## src/rtl/cond_logic.sv

```systemverilog
// Conditional-execution unit: stores the NZCV status flags, evaluates the
// instruction condition field and squashes the controller's write-enables.
module cond_logic (
  input  logic       clk,
  input  logic       reset,
  input  logic [3:0] Cond,
  input  logic [3:0] ALUFlags,
  input  logic [1:0] FlagW,
  input  logic       PCS,
  input  logic       NextPC,
  input  logic       RegW,
  input  logic       MemW,
  input  logic       NoWrite,
  output logic       PCWrite,
  output logic       RegWrite,
  output logic       MemWrite,
  output logic [3:0] Flags,
  output logic       CondEx
);

  logic [3:0] r_flags;
  logic       r_cond_ex_d;
  logic [1:0] w_flag_write;
  logic       w_n, w_z, w_c, w_v;
  logic       w_cond_ex;

  assign w_n = r_flags[3];
  assign w_z = r_flags[2];
  assign w_c = r_flags[1];
  assign w_v = r_flags[0];

  // Evaluated from the stored flags only, so a flag-setting instruction
  // sees the pre-update state in its own cycle.
  always_comb begin
    w_cond_ex = 1'b0;
    case (Cond)
      4'b0000: w_cond_ex = w_z;
      4'b0001: w_cond_ex = ~w_z;
      4'b0010: w_cond_ex = w_c;
      4'b0011: w_cond_ex = ~w_c;
      4'b0100: w_cond_ex = w_n;
      4'b0101: w_cond_ex = ~w_n;
      4'b0110: w_cond_ex = w_v;
      4'b0111: w_cond_ex = ~w_v;
      4'b1000: w_cond_ex = w_c & ~w_z;
      4'b1001: w_cond_ex = ~w_c | w_z;
      4'b1010: w_cond_ex = w_n ~^ w_v;
      4'b1011: w_cond_ex = w_n ^ w_v;
      4'b1100: w_cond_ex = ~w_z & (w_n ~^ w_v);
      4'b1101: w_cond_ex = w_z | (w_n ^ w_v);
      4'b1110: w_cond_ex = 1'b1;
      default: w_cond_ex = 1'b0;
    endcase
  end

  assign w_flag_write = FlagW & {2{w_cond_ex}};

  always_ff @(posedge clk or posedge reset) begin
    if (reset) begin
      r_flags     <= 4'b0000;
      r_cond_ex_d <= 1'b0;
    end else begin
      if (w_flag_write[1]) r_flags[3:2] <= ALUFlags[3:2];
      if (w_flag_write[0]) r_flags[1:0] <= ALUFlags[1:0];
      r_cond_ex_d <= w_cond_ex;
    end
  end

  // The delayed decision gates writeback/memory states of the multicycle FSM;
  // fetch (NextPC) is never squashed.
  assign PCWrite  = (PCS & r_cond_ex_d) | NextPC;
  assign RegWrite = RegW & r_cond_ex_d & ~NoWrite;
  assign MemWrite = MemW & r_cond_ex_d;
  assign Flags    = r_flags;
  assign CondEx   = w_cond_ex;

endmodule
```

## config.mk

```make
export PLATFORM = sky130hd
export DESIGN_NAME = cond_logic
export DESIGN_NICKNAME = d
export VERILOG_FILES = /design/src/rtl/cond_logic.sv
export SDC_FILE = /design/constraint.sdc
export NUM_CORES = 1
export LEC_CHECK = 0
export ABC_AREA = 1
export CORE_MARGIN = 2
export CORE_UTILIZATION = 32
export CTS_CLUSTER_DIAMETER = 100
export DETAILED_ROUTE_END_ITERATION = 12
export PLACE_DENSITY = 0.73
export SYNTH_ARGS = -nofsm -noshare
export SYNTH_HDL_FRONTEND = slang
export SYNTH_SLANG_ARGS = --single-unit
```

## constraint.sdc

```tcl
create_clock -name clk -period 1.3 [get_ports clk]
set_input_delay 0.26 -clock clk [delete_from_list [all_inputs] [get_ports clk]]
set_output_delay 0.26 -clock clk [all_outputs]
set_load 0.02 [all_outputs]
```

==> impl_metrics.env <==
export IMPL_status="complete, but fails checks"
export IMPL_violations="negative setup slack"
export IMPL_ir_worst_vdd_uv=1020
export IMPL_hold_path_class="in2async"
export IMPL_io_buffers=24
export IMPL_cp_endpoint="CondEx"
export IMPL_hold_viol_final=0
export IMPL_ys_ff_latch=5
export IMPL_syn2layout_area_growth_pct=78.2
export IMPL_synth_area_um2=424
export IMPL_grt_util_all_layers=0.178
export IMPL_end_kind="output pin"
export IMPL_multi_input_area_um2=287
export IMPL_power_density_nw_per_um2=1670
export IMPL_seq_area_frac_synth=0.295
export IMPL_tightest_slew_ns=0.205
export IMPL_clock_sinks=5
export IMPL_cts_tree="yes"
export IMPL_cts_setup_buffers=0
export IMPL_nFillCells=135
export IMPL_dp_slack_ns=-0.931
export IMPL_ant_nets=0
export IMPL_place_congestion=0.805
export IMPL_die_h_um=40.4
export IMPL_finalWorstSetupSlack_ns=-0.336
export IMPL_cp_max_fo=4
export IMPL_required_ns=1.04
export IMPL_syn_nets=92
export IMPL_slew_viol_final=0
export IMPL_synth_warnings=0
export IMPL_finalNetCount=128
export IMPL_critPathLaunchType="register"
export IMPL_drt_first_pass_iters=4
export IMPL_finalSetupViolCount=5
export IMPL_worst_hold_slack_ns=0.214
export IMPL_drive_gt1_frac=0.309
export IMPL_yosysUniqueCellTypes=11
export IMPL_grt_setup_unrepaired="yes"
export IMPL_crit_path_start="Flags[0]"
export IMPL_period_share=1.26
export IMPL_core_area_um2=1270
export IMPL_cts_hold_buf=0
export IMPL_drt_wirelength_per_cell_um=9.57
export IMPL_r2r_end="Flags[1]"
export IMPL_drv_cap=0
export IMPL_vias=569
export IMPL_die_area_um2=1630
export IMPL_grt_antenna_before_repair=0
export IMPL_grt_pass1_vias=484
export IMPL_root_buffer="clkbuf_4"
export IMPL_syn_avg_cell_area_um2=5.66
export IMPL_power_w=0.00126
export IMPL_r2r_start="Flags[0]"
export IMPL_seq_area_um2=129
export IMPL_cts_made_buffers=3
export IMPL_reg2reg_slack_ns=-0.10
export IMPL_reg2reg_depth=11
export IMPL_clock_skew_final_ns=0.000593
export IMPL_cp_cell_sequence="nand2_2, nand2_2, nand2_2, nand2_1, nand2_1, nand2_1, nor2_2, nand2_4, buf_6"
export IMPL_cts_buffer_depth=2
export IMPL_htree_levels=1
export IMPL_drc=0
export IMPL_finalSetupTns_ns=-0.714
export IMPL_dp_cells=121
export IMPL_dr_first_iter_drc_count=15
export IMPL_stdcell_count=125
export IMPL_vias_per_cell=4.55
export IMPL_io_pins=25
export IMPL_clk_pin_slew_ns=0.04
export IMPL_crit_slowest_cell="dfrtp_2"
export IMPL_slowest_delay_ns=0.43
export IMPL_critPathKind="reg2out"
export IMPL_timing_fmax_mhz=611
export IMPL_diodes=0
export IMPL_arrival_ns=1.38
export IMPL_netlist_instances=75
export IMPL_totalWireLength_mm=1.20
export IMPL_grt_max_degree=8
export IMPL_num_rows=13
export IMPL_slew_headroom=0.863
export IMPL_p_leak_nw=0.420
export IMPL_dieWidth_um=40.4
export IMPL_clk_latency_ns=0.24
export IMPL_start_util=0.334
export IMPL_grt_pass1_wl_mm=1.93
export IMPL_grt_ovfl_total=0
export IMPL_hpwl_mm=1.01
export IMPL_period_minus_slack_ns=1.64
==> flip-flops by register name, indices dropped and copies added (netlist names) <==
| signal | flops |
|---|---|
| Flags | 4 |
| r_cond_ex_d | 1 |
==> critical path, delay by kind of cell (launching register included) <==
kind	cells	cell delay (ns)
buffers and inverters	1	0.13
flip-flops	1	0.43
AND/OR/NAND/NOR	8	0.58
==> per-stage QoR <==
step / instance area (um^2) / util
after floorplan: 442 / -
after global placement: 753 / 0.594
after detailed placement: 753 / 0.594
after CTS: 752 / 0.593
after global routing: 756 / 0.596
final: 756 / 0.596
==> metal layers <==
metal / part of all wire / GRT usage / vias up
li1: - / - / 304
met1: 0.42 / 0.196 / 248
met2: 0.52 / 0.333 / 17
met3: 0.064 / 0.0389 / 0
met4: 0 / 0.0500 / 0
met5: 0 / 0 / -
==> worst min-delay path by stage <==
stage          slack (ns)  cells after the start   from     endpoint
2_1_floorplan        0.04                      1  reset     Flags[2]
3_3_place_gp         0.47                      2  reset  r_cond_ex_d
3_5_place_dp         0.47                      2  reset  r_cond_ex_d
4_1_cts              0.21                      2  reset     Flags[2]
5_1_grt              0.25                      2  reset  r_cond_ex_d
6_report             0.21                      2  reset  r_cond_ex_d
==> final cells by class <==
| type | count | share of cell area |
|---|---|---|
| Sequential cell | 5 | 0.171 |
| Timing Repair Buffer | 31 | 0.336 |
| Inverter | 11 | 0.0546 |
| Multi-Input combinational cell | 59 | 0.379 |
| Clock buffer | 4 | 0.0348 |
| Tap cell | 15 | 0.0248 |
==> what timing repair did <==
item	in CTS	in global routing
pin swaps	1	0
resized for setup	39	3
setup endpoints to repair	13	7
==> cells in the final DEF, fill, tap and decap left out <==
cell              n
inv_1             9
dfrtp_2           3
nor2_1            7
nand2_2           6
nor2_2            1
nand2_1          27
nand3_2           2
nor3_1            1
buf_6             1
nand3b_1          1
a21oi_1           1
inv_2             2
a21o_1            1
buf_4             7
clkdlybuf4s50_1  12
clkbuf_1          1
clkbuf_4          3
nand3_1          10
buf_2             7
a21oi_2           1
nand2_4           1
dlygate4sd2_1     4
dfrtp_1           2
==> power breakdown <==
part | leakage, nW | total (W) | internal (W) | switching (W)
combinational | 0.346 | 0.000762 | 0.000338 | 0.000424
sequential | 0.0582 | 0.000324 | 0.000239 | 0.0000852
clock | 0.0150 | 0.000179 | 0.000116 | 0.0000626
==> synth_stat cells <==
cell type / count / share of area
a21o_1: 1 / 0.018
a21oi_1: 2 / 0.024
dfrtp_1: 5 / 0.29
inv_1: 11 / 0.097
nand2_1: 31 / 0.27
nand2_2: 3 / 0.044
nand3_1: 12 / 0.14
nand3b_1: 1 / 0.018
nor2_1: 7 / 0.062
nor2_2: 1 / 0.015
nor3_1: 1 / 0.012
==> kinds of logic (layout without fill, tap and decap cells) <==
family	Yosys count	count (layout)	share of synthesized area
AND/OR/NAND/NOR	56	56	0.566
buffers and inverters	11	46	0.0973
flip-flops	5	5	0.295
AO/OA/AOI/OAI	3	3	0.0413
Power figures use the tool's default switching activity.
